**src/rtl/wb_dma_copy_if.sv**
```systemverilog
// Bus bundle for wb_dma_copy: register-access Wishbone responder plus copy-engine Wishbone initiator.
// The DMA block uses modport 'master'; the crossbar or testbench side uses modport 'slave'.
interface wb_dma_copy_if;
  logic [31:0] wbs_adr_i;
  logic [31:0] wbs_dat_i;
  logic [31:0] wbs_dat_o;
  logic [3:0]  wbs_sel_i;
  logic        wbs_we_i;
  logic        wbs_stb_i;
  logic        wbs_cyc_i;
  logic        wbs_ack_o;

  logic [31:0] wbm_adr_o;
  logic [31:0] wbm_dat_o;
  logic [31:0] wbm_dat_i;
  logic [3:0]  wbm_sel_o;
  logic        wbm_we_o;
  logic        wbm_stb_o;
  logic        wbm_cyc_o;
  logic        wbm_ack_i;
  logic        wbm_err_i;

  modport master (
    input  wbs_adr_i, wbs_dat_i, wbs_sel_i, wbs_we_i, wbs_stb_i, wbs_cyc_i,
    output wbs_dat_o, wbs_ack_o,
    output wbm_adr_o, wbm_dat_o, wbm_sel_o, wbm_we_o, wbm_stb_o, wbm_cyc_o,
    input  wbm_dat_i, wbm_ack_i, wbm_err_i
  );

  modport slave (
    output wbs_adr_i, wbs_dat_i, wbs_sel_i, wbs_we_i, wbs_stb_i, wbs_cyc_i,
    input  wbs_dat_o, wbs_ack_o,
    input  wbm_adr_o, wbm_dat_o, wbm_sel_o, wbm_we_o, wbm_stb_o, wbm_cyc_o,
    output wbm_dat_i, wbm_ack_i, wbm_err_i
  );
endinterface

```
**src/rtl/wb_dma_copy.sv**
```systemverilog
// Wishbone word-copy DMA: four control registers on a responder port, and an initiator
// that alternates single-word reads and writes until the count runs out or a transfer fails.
module wb_dma_copy #(
  parameter logic [31:0] BASE_ADDR = 32'h1002_0000,
  parameter logic [31:0] ADDR_MASK = 32'hFFFF_FFF0,
  parameter int unsigned TIMEOUT   = 255
) (
  input  logic          wb_clk_i,
  input  logic          wb_rst_n_i,
  wb_dma_copy_if.master bus,
  output logic          irq_o
);

  typedef enum logic [1:0] {IDLE, RD, WR, FIN} state_t;

  localparam logic [15:0] TO_LAST = 16'(TIMEOUT - 1);

  logic [31:0] src_reg, dst_reg;
  logic [15:0] len_reg;
  logic        busy, done, err, start_req;
  logic        ack_q;
  logic [31:0] rdata_q, rmux;

  logic        slv_req, hit, reg_wr, ctrl_wr, start_set;
  logic [1:0]  reg_sel;
  logic        unused_sel;

  state_t      state, state_nx;
  logic [31:0] src_w, src_w_nx, dst_w, dst_w_nx;
  logic [15:0] cnt, cnt_nx, tcnt, tcnt_nx;
  logic [31:0] data_q, data_nx, adr_q, adr_nx;
  logic        cyc_q, cyc_nx, we_q, we_nx;
  logic        busy_nx, done_nx, err_nx, irq_q, irq_nx;

  assign unused_sel = ^bus.wbs_sel_i;

  // The ack register blocks a second request in the cycle right after an ack
  assign slv_req   = bus.wbs_cyc_i & bus.wbs_stb_i & ~ack_q;
  assign hit       = (bus.wbs_adr_i & ADDR_MASK) == BASE_ADDR;
  assign reg_sel   = bus.wbs_adr_i[3:2];
  assign reg_wr    = slv_req & bus.wbs_we_i & hit;
  assign ctrl_wr   = reg_wr & (reg_sel == 2'd3);
  assign start_set = ctrl_wr & bus.wbs_dat_i[0] & ~busy & ~start_req;

  always_comb begin
    rmux = 32'h0;
    case (reg_sel)
      2'd0:    rmux = src_reg;
      2'd1:    rmux = dst_reg;
      2'd2:    rmux = {16'h0, len_reg};
      default: rmux = {29'h0, err, done, busy};
    endcase
  end

  always_ff @(posedge wb_clk_i or negedge wb_rst_n_i) begin
    if (!wb_rst_n_i) begin
      ack_q     <= 1'b0;
      rdata_q   <= 32'h0;
      src_reg   <= 32'h0;
      dst_reg   <= 32'h0;
      len_reg   <= 16'h0;
      start_req <= 1'b0;
    end else begin
      ack_q     <= slv_req;
      rdata_q   <= (slv_req && !bus.wbs_we_i && hit) ? rmux : 32'h0;
      start_req <= start_set;
      if (reg_wr && !busy) begin
        case (reg_sel)
          2'd0:    src_reg <= {bus.wbs_dat_i[31:2], 2'b00};
          2'd1:    dst_reg <= {bus.wbs_dat_i[31:2], 2'b00};
          2'd2:    len_reg <= bus.wbs_dat_i[15:0];
          default: ;
        endcase
      end
    end
  end

  always_ff @(posedge wb_clk_i or negedge wb_rst_n_i) begin
    if (!wb_rst_n_i) begin
      state  <= IDLE;
      src_w  <= 32'h0;
      dst_w  <= 32'h0;
      cnt    <= 16'h0;
      tcnt   <= 16'h0;
      data_q <= 32'h0;
      adr_q  <= 32'h0;
      cyc_q  <= 1'b0;
      we_q   <= 1'b0;
      busy   <= 1'b0;
      done   <= 1'b0;
      err    <= 1'b0;
      irq_q  <= 1'b0;
    end else begin
      state  <= state_nx;
      src_w  <= src_w_nx;
      dst_w  <= dst_w_nx;
      cnt    <= cnt_nx;
      tcnt   <= tcnt_nx;
      data_q <= data_nx;
      adr_q  <= adr_nx;
      cyc_q  <= cyc_nx;
      we_q   <= we_nx;
      busy   <= busy_nx;
      done   <= done_nx;
      err    <= err_nx;
      irq_q  <= irq_nx;
    end
  end

  // In RD/WR the first cycle has cyc low: it is both the inter-transaction gap and
  // the cycle in which the address/direction for the coming strobe are registered.
  always_comb begin
    state_nx = state;
    src_w_nx = src_w;
    dst_w_nx = dst_w;
    cnt_nx   = cnt;
    tcnt_nx  = tcnt;
    data_nx  = data_q;
    adr_nx   = adr_q;
    cyc_nx   = cyc_q;
    we_nx    = we_q;
    busy_nx  = busy;
    done_nx  = done;
    err_nx   = err;
    irq_nx   = 1'b0;
    if (ctrl_wr && bus.wbs_dat_i[1]) done_nx = 1'b0;
    case (state)
      IDLE: begin
        if (start_req) begin
          src_w_nx = src_reg;
          dst_w_nx = dst_reg;
          cnt_nx   = len_reg;
          done_nx  = 1'b0;
          err_nx   = 1'b0;
          busy_nx  = 1'b1;
          state_nx = (len_reg == 16'h0) ? FIN : RD;
        end
      end
      RD, WR: begin
        if (!cyc_q) begin
          cyc_nx  = 1'b1;
          we_nx   = (state == WR);
          adr_nx  = (state == WR) ? dst_w : src_w;
          tcnt_nx = 16'h0;
        end else if (bus.wbm_err_i) begin
          cyc_nx   = 1'b0;
          we_nx    = 1'b0;
          err_nx   = 1'b1;
          state_nx = FIN;
        end else if (bus.wbm_ack_i) begin
          cyc_nx = 1'b0;
          we_nx  = 1'b0;
          if (state == RD) begin
            data_nx  = bus.wbm_dat_i;
            state_nx = WR;
          end else begin
            src_w_nx = src_w + 32'd4;
            dst_w_nx = dst_w + 32'd4;
            cnt_nx   = cnt - 16'd1;
            state_nx = (cnt == 16'd1) ? FIN : RD;
          end
        end else if (tcnt == TO_LAST) begin
          cyc_nx   = 1'b0;
          we_nx    = 1'b0;
          err_nx   = 1'b1;
          state_nx = FIN;
        end else begin
          tcnt_nx = tcnt + 16'd1;
        end
      end
      FIN: begin
        done_nx  = 1'b1;
        busy_nx  = 1'b0;
        irq_nx   = 1'b1;
        state_nx = IDLE;
      end
      default: state_nx = IDLE;
    endcase
  end

  assign bus.wbs_ack_o = ack_q;
  assign bus.wbs_dat_o = rdata_q;
  assign bus.wbm_adr_o = adr_q;
  assign bus.wbm_dat_o = data_q;
  assign bus.wbm_sel_o = 4'hF;
  assign bus.wbm_we_o  = we_q;
  assign bus.wbm_stb_o = cyc_q;
  assign bus.wbm_cyc_o = cyc_q;
  assign irq_o         = irq_q;

endmodule

```
**src/flat_wrapper.sv**
```systemverilog
// flat-port wrapper written by rule: the top's interface ports become plain ports
module wb_dma_copy_flat 
#(
  parameter logic [31:0] BASE_ADDR = 32'h1002_0000,
  parameter logic [31:0] ADDR_MASK = 32'hFFFF_FFF0,
  parameter int unsigned TIMEOUT   = 255
)
  (wb_clk_i, wb_rst_n_i, irq_o, bus_wbs_adr_i, bus_wbs_dat_i, bus_wbs_sel_i, bus_wbs_we_i, bus_wbs_stb_i, bus_wbs_cyc_i, bus_wbs_dat_o, bus_wbs_ack_o, bus_wbm_adr_o, bus_wbm_dat_o, bus_wbm_sel_o, bus_wbm_we_o, bus_wbm_stb_o, bus_wbm_cyc_o, bus_wbm_dat_i, bus_wbm_ack_i, bus_wbm_err_i);
  wb_dma_copy_if bus_i ();
  input  logic wb_clk_i;
  input  logic wb_rst_n_i;
  output logic irq_o;
  input wire logic [$bits(bus_i.wbs_adr_i)-1:0] bus_wbs_adr_i;
  input wire logic [$bits(bus_i.wbs_dat_i)-1:0] bus_wbs_dat_i;
  input wire logic [$bits(bus_i.wbs_sel_i)-1:0] bus_wbs_sel_i;
  input wire logic [$bits(bus_i.wbs_we_i)-1:0] bus_wbs_we_i;
  input wire logic [$bits(bus_i.wbs_stb_i)-1:0] bus_wbs_stb_i;
  input wire logic [$bits(bus_i.wbs_cyc_i)-1:0] bus_wbs_cyc_i;
  output wire logic [$bits(bus_i.wbs_dat_o)-1:0] bus_wbs_dat_o;
  output wire logic [$bits(bus_i.wbs_ack_o)-1:0] bus_wbs_ack_o;
  output wire logic [$bits(bus_i.wbm_adr_o)-1:0] bus_wbm_adr_o;
  output wire logic [$bits(bus_i.wbm_dat_o)-1:0] bus_wbm_dat_o;
  output wire logic [$bits(bus_i.wbm_sel_o)-1:0] bus_wbm_sel_o;
  output wire logic [$bits(bus_i.wbm_we_o)-1:0] bus_wbm_we_o;
  output wire logic [$bits(bus_i.wbm_stb_o)-1:0] bus_wbm_stb_o;
  output wire logic [$bits(bus_i.wbm_cyc_o)-1:0] bus_wbm_cyc_o;
  input wire logic [$bits(bus_i.wbm_dat_i)-1:0] bus_wbm_dat_i;
  input wire logic [$bits(bus_i.wbm_ack_i)-1:0] bus_wbm_ack_i;
  input wire logic [$bits(bus_i.wbm_err_i)-1:0] bus_wbm_err_i;
  assign bus_i.wbs_adr_i = bus_wbs_adr_i;
  assign bus_i.wbs_dat_i = bus_wbs_dat_i;
  assign bus_i.wbs_sel_i = bus_wbs_sel_i;
  assign bus_i.wbs_we_i = bus_wbs_we_i;
  assign bus_i.wbs_stb_i = bus_wbs_stb_i;
  assign bus_i.wbs_cyc_i = bus_wbs_cyc_i;
  assign bus_wbs_dat_o = bus_i.wbs_dat_o;
  assign bus_wbs_ack_o = bus_i.wbs_ack_o;
  assign bus_wbm_adr_o = bus_i.wbm_adr_o;
  assign bus_wbm_dat_o = bus_i.wbm_dat_o;
  assign bus_wbm_sel_o = bus_i.wbm_sel_o;
  assign bus_wbm_we_o = bus_i.wbm_we_o;
  assign bus_wbm_stb_o = bus_i.wbm_stb_o;
  assign bus_wbm_cyc_o = bus_i.wbm_cyc_o;
  assign bus_i.wbm_dat_i = bus_wbm_dat_i;
  assign bus_i.wbm_ack_i = bus_wbm_ack_i;
  assign bus_i.wbm_err_i = bus_wbm_err_i;
  wb_dma_copy #(.BASE_ADDR(BASE_ADDR), .ADDR_MASK(ADDR_MASK), .TIMEOUT(TIMEOUT)) u_core (.wb_clk_i(wb_clk_i), .wb_rst_n_i(wb_rst_n_i), .bus(bus_i), .irq_o(irq_o));
endmodule
```
**config.mk**
```make
export PLATFORM = sky130hd
export DESIGN_NAME = wb_dma_copy_flat
export DESIGN_NICKNAME = d
export VERILOG_FILES = /design/src/rtl/wb_dma_copy_if.sv /design/src/rtl/wb_dma_copy.sv /design/src/flat_wrapper.sv
export SDC_FILE = /design/constraint.sdc
export NUM_CORES = 1
export LEC_CHECK = 0
export CORE_AREA = 2 2 329 168
export DETAILED_ROUTE_END_ITERATION = 6
export DIE_AREA = 0 0 331 170
export GPL_TIMING_DRIVEN = 0
export HOLD_SLACK_MARGIN = 0.02
export PLACE_DENSITY = 0.44
export SYNTH_ARGS = -nofsm -noshare
export SYNTH_HDL_FRONTEND = slang
export SYNTH_SLANG_ARGS = --single-unit
export TNS_END_PERCENT = 5
```
**constraint.sdc**
```tcl
create_clock -name wb_clk_i -period 2.6 [get_ports wb_clk_i]
set_input_delay 0.26 -clock wb_clk_i [delete_from_list [all_inputs] [get_ports wb_clk_i]]
set_output_delay 0.26 -clock wb_clk_i [all_outputs]
set_load 0.005 [all_outputs]
```
==> summary.json, run 1 <==
{
  "status": {
    "run_status": "complete, no violations"
  },
  "job": {
    "cap_violations": 0
  },
  "grt": {
    "largest_net_degree_at_the_start_of_global_routing": 106,
    "grt_first_pass_wirelength_mm": 70.9,
    "grt_antenna_before_repair": 1,
    "grt_overflow_total": 0,
    "grt_pass1_vias": 11000,
    "globalRouteTotalUtil_pct": 16.5
  },
  "finish": {
    "layout-area-overhead-vs-synth_pct": 31.4,
    "drive_gt1_share_pct": 15.3,
    "layout.cells.most_common_list": "sky130_fd_sc_hd__dfrtp_1 (273), sky130_fd_sc_hd__clkdlybuf4s50_1 (199), sky130_fd_sc_hd__nand2_1 (113)",
    "postLayoutCellArea_um2": 17400,
    "layout_commonest_cell": "sky130_fd_sc_hd__dfrtp_1",
    "n_fill_cell": 5481,
    "utilization_pct": 32.7,
    "num-nets-final": 1626
  },
  "worst_setup_path": {
    "worstSetupPathType": "register to register",
    "cpMaxStageDelayCell": "sky130_fd_sc_hd__a2111o_1",
    "crit_arrival_ns": 3.04,
    "worstPathRequired_ns": 3.05,
    "endpoint_kind": "register",
    "critical_path_peak_fanout": 10,
    "crit_family": "compound AO/OA/AOI/OAI gates",
    "start_kind": "register",
    "critical-path-max-stage-delay_ns": 0.49,
    "timing.critical_path.cells": "inv_1 -> ha_2 -> nand2b_1 -> a2111o_1 -> clkbuf_4 -> nor2_2 -> nand2_1 -> o211a_1",
    "critical_path.n_buffers_inverters": 2
  },
  "clock_tree": {
    "clock_tree.root_cell": "sky130_fd_sc_hd__clkbuf_16",
    "clk_path_buf_depth": 3,
    "worstSkewPairLatency_ns": 0.61,
    "tritoncts_clock_tree": "done",
    "cts.sinks": 273,
    "cts_made_buffers": 30,
    "cts_htree_levels": 1,
    "clkTransAtPathRegs_ns": 0.07
  },
  "logic_synthesis": {
    "sequential_area_share_after_synthesis_pct": 51.5,
    "postSynth.topFlopCell": "sky130_fd_sc_hd__dfrtp_1",
    "synth_async_sr_flop_share_pct": 100,
    "avgSynthCellArea_um2": 10.5,
    "netlist-cell-type-count": 70,
    "synth-seq-cells": 273,
    "synth.area.top_cells": "sky130_fd_sc_hd__dfrtp_1 (52%), sky130_fd_sc_hd__mux2_2 (8.2%), sky130_fd_sc_hd__mux2i_1 (5.1%)",
    "synthesized_instance_count": 1267,
    "synth.cell_area_um2": 13300,
    "synth_top_area_share_pct": 51.5,
    "synth_warnings": 0,
    "synth_enable_flop_cells": 0,
    "synth_top_area_cell": "sky130_fd_sc_hd__dfrtp_1"
  },
  "power_and_ir_drop": {
    "p_int_mw": 7.05,
    "power_share_of_the_combinational_group_pct": 4.5,
    "power.net_switching_mw": 2.19,
    "cellPowerDensity_nw_per_um2": 530,
    "power.ir.vdd_worst_v": 0.000492,
    "sequentialPowerShare_pct": 47.0,
    "clockPowerShare_pct": 48.6,
    "power.share.switching_pct": 23.7,
    "static-leakage-power_nw": 7.31
  },
  "floorplanning": {
    "floorplan.initialDensity_pct": 24.9,
    "io_pins": 212,
    "die_w_um": 331,
    "rows": 60,
    "core_area_um2": 53300,
    "design.die.area_um2": 56300,
    "dieHeight_um": 170
  },
  "timing": {
    "max-slew-margin-rel_pct": 31.0,
    "hold_slack_ns": 0.225,
    "period_share_pct": 99.3,
    "setup_repair_after_global_routing_missed_its_margin": "yes",
    "timing_hold_violations_final": 0,
    "finalSetupViolCount": 0,
    "max_freq_mhz": 387,
    "worstMarginPinSlew_ns": 1.03,
    "timing.final.max_slew_violations": 0,
    "final.min_clock_period_ns": 2.58,
    "timing.clock.skew_ns": 0.0510,
    "timing.setup.tns_ns": 0
  },
  "routing": {
    "met3_wirelength_mm": 2.89,
    "violation_count_after_the_first_detailed_route_iteration": 824,
    "drcViolationCount": 0,
    "detail_route.wl_per_cell_um": 21.0,
    "top_layer": "met5",
    "route.layer.met1.wl_mm": 21.4,
    "dr_wl_met2_mm": 22.1,
    "vias": 11100,
    "routed_wirelength_mm": 47.2,
    "antenna_left": 0,
    "drt_pre_antenna_iters": 5,
    "routed_via_density": 4.96
  },
  "placed_design": {
    "place.port_buffers": 200,
    "routabilityCongestion": 0.851,
    "placedInstanceArea_um2": 16200,
    "dp_hpwl_mm": 33.8
  },
  "worst_hold_path": {
    "min_delay_worst_type": "input pin to async pin"
  }
}
## area by class of cell
cell class,instances,area [um^2],share of cell area [%]
Antenna cell,1,2.50,0.0144
Tap cell,713,892,5.12
Timing Repair Buffer,207,2100,12.1
Clock inverter,14,181,1.04
Sequential cell,273,6830,39.2
Inverter,14,52.6,0.302
Multi-Input combinational cell,894,6060,34.8
Buffer,89,458,2.63
Clock buffer,41,832,4.78
## routing by layer
layer,vias up,global-route usage (%)
met5,-,0
met4,2,3.29
met3,60,3.26
met2,324,26.7
met1,5631,22.9
li1,5113,-
## through the flow
stage | setup slack [ns] | instances | total power [mW]
floorplan | 0.328 | 1270 | 4.50
global placement | -11.72 | 2183 | 4.83
detailed placement | -0.934 | 2186 | 4.84
CTS | -0.0442 | 2242 | 9.38
global route | -0.144 | 2245 | 9.60
finish | 0.0173 | 2246 | 9.23
## power groups by stage
stage | clock network (mW) | registers (mW) | logic (mW)
floorplan | 0 | 4.40 | 0.101
global placement | 0 | 4.42 | 0.405
detailed placement | 0 | 4.41 | 0.422
CTS | 4.62 | 4.33 | 0.424
global route | 4.81 | 4.34 | 0.451
finish | 4.48 | 4.34 | 0.411
## Yosys cell counts, types with 4 or more instances
master / instances
sky130_fd_sc_hd__a211o_1: 4
sky130_fd_sc_hd__or3_1: 13
sky130_fd_sc_hd__a31oi_1: 7
sky130_fd_sc_hd__nor2b_1: 6
sky130_fd_sc_hd__o211ai_1: 6
sky130_fd_sc_hd__o32ai_1: 9
sky130_fd_sc_hd__nor3_1: 27
sky130_fd_sc_hd__nand4_1: 29
sky130_fd_sc_hd__or4_1: 8
sky130_fd_sc_hd__mux2_2: 96
sky130_fd_sc_hd__ha_1: 10
sky130_fd_sc_hd__nor2_1: 105
sky130_fd_sc_hd__a311oi_1: 7
sky130_fd_sc_hd__o22ai_1: 26
sky130_fd_sc_hd__o21ai_0: 69
sky130_fd_sc_hd__a2bb2oi_1: 16
sky130_fd_sc_hd__and2_1: 4
sky130_fd_sc_hd__xor2_1: 11
sky130_fd_sc_hd__clkbuf_1: 58
sky130_fd_sc_hd__buf_1: 11
sky130_fd_sc_hd__o22a_1: 4
sky130_fd_sc_hd__nand3_1: 42
sky130_fd_sc_hd__dfrtp_1: 273
sky130_fd_sc_hd__nor4_1: 16
sky130_fd_sc_hd__mux2i_1: 67
sky130_fd_sc_hd__inv_1: 14
sky130_fd_sc_hd__a21oi_1: 83
sky130_fd_sc_hd__mux2_4: 10
sky130_fd_sc_hd__and3_1: 24
sky130_fd_sc_hd__buf_2: 9
sky130_fd_sc_hd__nand2b_1: 13
sky130_fd_sc_hd__and4_1: 5
sky130_fd_sc_hd__buf_4: 9
sky130_fd_sc_hd__nor4b_2: 4
sky130_fd_sc_hd__nand2_1: 113
## what timing repair did
item	4_1_cts	5_1_grt
setup endpoints to repair	100	76
buffers inserted	0	3
hold buffers	1	0
pin swaps	1	1
gates resized for setup	46	12
endpoints found under the hold margin	75	0
## cell families after synthesis
family / after synthesis / synth area share, %
xor+xnor: 11 / 0.727
simple gates: 429 / 16.3
fa+ha+maj: 10 / 0.944
flops: 273 / 51.5
compound gates: 263 / 12.3
other cells: 1 / 0.0283
mux: 177 / 14.8
buf+inv: 103 / 3.37
## worst paths after layout
check	startpoint	end	slack, ns	cells past startpoint
worst min register to register	u_core.start_req	u_core.start_req	0.47	1
worst min-delay path	wb_rst_n_i	u_core.bus.wbs_dat_o[12]	0.22	2
worst max-delay path	u_core.state[0]	u_core.dst_w[29]	0.02	8
max in group asynchronous	wb_rst_n_i	u_core.bus.wbm_dat_o[26]	1.30	3
min in group wb_clk_i	bus_wbs_dat_i[0]	u_core.start_req	0.28	3
worst max register to register	u_core.state[0]	u_core.dst_w[29]	0.02	8
Power figures use the tool's default switching activity.
==> run 2, diff against run 1 <==
==> constraint.sdc (replaced) <==
create_clock -name wb_clk_i -period 2.45 [get_ports wb_clk_i]
set_input_delay 0.245 -clock wb_clk_i [delete_from_list [all_inputs] [get_ports wb_clk_i]]
set_output_delay 0.245 -clock wb_clk_i [all_outputs]
set_load 0.005 [all_outputs]
==> summary.json, run 2 (synthesis gave the netlist of run 1 again) <==
{
  "timing": {
    "setup_repair_after_global_routing_missed_its_margin": "yes",
    "worstMarginPinSlew": {"value": 0.957, "unit": "ns", "change": "-0.0704 ns"},
    "timing.clock.skew": {"value": 0.0497, "unit": "ns", "change": "-0.00126 ns"},
    "max_freq": {"value": 403, "unit": "MHz", "change": "+4.0%"},
    "period_share": {"value": 101, "unit": "%", "change": "+2.0 points"},
    "max-slew-margin-rel": {"value": 36.2, "unit": "%", "change": "+5.2 points"},
    "timing.setup.tns": {"value": -0.0327, "unit": "ns", "change": "-0.0327 ns"},
    "timing.final.max_slew_violations": {"value": 0, "change": "unchanged"},
    "fin_ws": {"value": -0.0327, "unit": "ns", "change": "-0.0499 ns"},
    "final.min_clock_period": {"value": 2.48, "unit": "ns", "change": "-0.100 ns"},
    "timing_hold_violations_final": {"value": 0, "change": "unchanged"},
    "finalSetupViolCount": {"value": 1, "change": "+1"}
  },
  "worst_setup_path": {
    "worstPathRequired": {"value": 2.96, "unit": "ns", "change": "-0.09 ns"},
    "crit_arrival": {"value": 2.99, "unit": "ns", "change": "-0.05 ns"},
    "number_of_cell_instances_on_the_worst_register_to_register_path": {"value": 7, "change": "-1"},
    "r2r-end": "u_core.dst_w[30]",
    "endpoint_kind": "register",
    "timing.critical_path.cells": "inv_1 -> ha_1 -> or3b_4 -> or3_4 -> or4_1 -> o21ai_1 -> a31o_1",
    "critical-path-max-stage-delay": {"value": 0.51, "unit": "ns", "change": "+0.02 ns"},
    "regToRegSetupSlack": {"value": -0.03, "unit": "ns", "change": "-0.05 ns"},
    "worstSetupPathType": "register to register",
    "start_kind": "register",
    "critical_path_peak_fanout": {"value": 6, "change": "-4"},
    "r2r-start": "u_core.state[1]",
    "cpMaxStageDelayCell": "sky130_fd_sc_hd__or4_1"
  },
  "finish": {
    "multiInputGateArea": {"value": 6150, "unit": "um^2", "change": "+1.4%"},
    "n_fill_cell": {"value": 5465, "change": "-0.29%"},
    "layout_commonest_cell": "sky130_fd_sc_hd__dfrtp_1",
    "register_area": {"value": 6830, "unit": "um^2", "change": "about the same"},
    "layout.cells.non_filler": {"value": 2247, "change": "+0.045%"},
    "layout.cells.most_common_list": "sky130_fd_sc_hd__dfrtp_1 (272), sky130_fd_sc_hd__clkdlybuf4s50_1 (199), sky130_fd_sc_hd__nand2_1 (111)",
    "n_antenna_cell": {"value": 0, "change": "-1"},
    "postLayoutCellArea": {"value": 17600, "unit": "um^2", "change": "+0.89%"},
    "drive_gt1_share": {"value": 16.5, "unit": "%", "change": "+1.2 points"},
    "num-nets-final": {"value": 1628, "change": "+0.12%"},
    "layout-area-overhead-vs-synth_pct": 32.5
  },
  "worst_hold_path": {
    "min_delay_worst_type": "input pin to async pin"
  },
  "clock_tree": {
    "clock_tree.root_cell": "sky130_fd_sc_hd__clkbuf_16",
    "cts_made_buffers": {"value": 30, "change": "unchanged"},
    "clkTransAtPathRegs": {"value": 0.07, "unit": "ns", "change": "about the same"},
    "worstSkewPairLatency": {"value": 0.61, "unit": "ns", "change": "about the same"},
    "cts.sinks": {"value": 273, "change": "unchanged"},
    "tritoncts_clock_tree": "done",
    "clk_path_buf_depth": {"value": 3, "change": "unchanged"},
    "cts_htree_levels": {"value": 1, "change": "unchanged"}
  },
  "power_and_ir_drop": {
    "power.ir.vdd_worst": {"value": 0.000501, "unit": "V", "change": "+1.9%"},
    "post-layout-total-power": {"value": 9.80, "unit": "mW", "change": "+6.1%"},
    "cellPowerDensity": {"value": 558, "unit": "nW/um^2", "change": "+5.2%"},
    "static-leakage-power": {"value": 7.40, "unit": "nW", "change": "+1.2%"}
  },
  "routing": {
    "vias": {"value": 11100, "change": "-0.59%"},
    "drcViolationCount": {"value": 0, "change": "unchanged"},
    "routed_via_density": {"value": 4.92, "change": "-0.64%"},
    "routed_wirelength": {"value": 47.0, "unit": "mm", "change": "-0.38%"},
    "drt_pre_antenna_iters": {"value": 5, "change": "unchanged"},
    "detail_route.wl_per_cell": {"value": 20.9, "unit": "um", "change": "-0.42%"},
    "violation_count_after_the_first_detailed_route_iteration": {"value": 794, "change": "-3.6%"},
    "antenna_left": {"value": 0, "change": "unchanged"}
  },
  "floorplanning": {
    "io_pins": {"value": 212, "change": "unchanged"},
    "core_area": {"value": 53300, "unit": "um^2", "change": "unchanged"},
    "die_w": {"value": 331, "unit": "um", "change": "unchanged"},
    "dieHeight": {"value": 170, "unit": "um", "change": "unchanged"},
    "design.die.area": {"value": 56300, "unit": "um^2", "change": "unchanged"},
    "rows": {"value": 60, "change": "unchanged"},
    "floorplan.initialDensity": {"value": 24.9, "unit": "%", "change": "unchanged"}
  },
  "placed_design": {
    "routabilityCongestion": {"value": 0.851, "change": "unchanged"},
    "placed_cells": {"value": 2186, "change": "unchanged"},
    "placement.setup.worst_slack": {"value": -1.08, "unit": "ns", "change": "-0.150 ns"},
    "dp_hpwl": {"value": 33.8, "unit": "mm", "change": "unchanged"},
    "place.port_buffers": {"value": 200, "change": "unchanged"},
    "placedInstanceArea": {"value": 16200, "unit": "um^2", "change": "unchanged"}
  },
  "grt": {
    "grt_first_pass_wirelength": {"value": 70.9, "unit": "mm", "change": "about the same"},
    "largest_net_degree_at_the_start_of_global_routing": {"value": 106, "change": "unchanged"},
    "grt_pass1_vias": {"value": 11000, "change": "+0.10%"},
    "grt_antenna_before_repair": {"value": 1, "change": "unchanged"},
    "grt_overflow_total": {"value": 0, "change": "unchanged"},
    "globalRouteTotalUtil": {"value": 16.5, "unit": "%", "change": "about the same"}
  },
  "job": {
    "cap_violations": {"value": 0, "change": "unchanged"}
  },
  "status": {
    "violations": "setup timing",
    "run_status": "finished, violations left"
  }
}
[run 2: cell types whose count changed in the layout (fill, tap and decap cells not counted), sizes merged]
cell,delta
clkdlybuf4s15,-1
clkbuf,-4
diode,-1
buf,+7
[run 2: metrics by stage]
step                hold slack, ns  util (%)
global placement             0.454      30.3
floorplan                  -0.0506         -
finish                       0.206      33.0
CTS                          0.234      32.8
detailed placement           0.283      30.5
global route                 0.257      33.0
[run 2: critical path, delay by kind of cell (launching register included)]
family	cells	cell delay, ns
adders and majority gates	1	0.29
AOI/OAI and AO/OA	2	0.24
and+or+nand+nor	3	1.41
buffers and inverters	1	0.08
DFF	1	0.39
[run 2: report_power, final]
| group | leakage (nW) | switching, mW | internal [mW] | total (mW) |
|---|---|---|---|---|
| Combinational | 3.31 | 0.213 | 0.226 | 0.439 |
| Clock | 0.489 | 2.05 | 2.71 | 4.76 |
| Sequential | 3.60 | 0.0558 | 4.55 | 4.60 |
| Total | 7.40 | 2.32 | 7.48 | 9.80 |
[run 2: timing repair]
action,in CTS,in global routing
endpoints found under the hold margin,75,0
pin swaps,3,1
endpoints found under the setup margin,145,124
setup buffers,4,1
hold buffers,1,0
gates resized for setup,68,39
[run 2: layout make-up]
class | count | share of cell area (%)
tap | 713 | 5.08
buffer | 89 | 2.91
timing repair buffer | 209 | 12.0
clock buffer | 41 | 4.74
multi-input combinational | 894 | 35.0
clock inverter | 14 | 1.03
sequential | 273 | 38.9
inverter | 14 | 0.299
[run 2: worst max-delay path by stage]
stage                    start                        to  slack (ns)  depth (start not counted)
2_1_floorplan  u_core.state[0]            u_core.cnt[12]        0.18                          7
5_1_grt        u_core.state[0]           u_core.dst_w[8]       -0.12                          9
4_1_cts        u_core.dst_w[2]          u_core.dst_w[30]       -0.13                          7
3_3_place_gp        wb_rst_n_i  u_core.bus.wbm_dat_o[23]      -11.86                          1
3_5_place_dp   u_core.state[0]          u_core.dst_w[10]       -1.08                          8
6_report       u_core.state[1]          u_core.dst_w[30]       -0.03                          7
[run 2: layer usage]
layer	part of all wire [%]	global-route usage (%)
met4	1.7	3.07
met5	0.028	0
met2	47	26.7
met1	46	23.0
met3	5.6	3.15
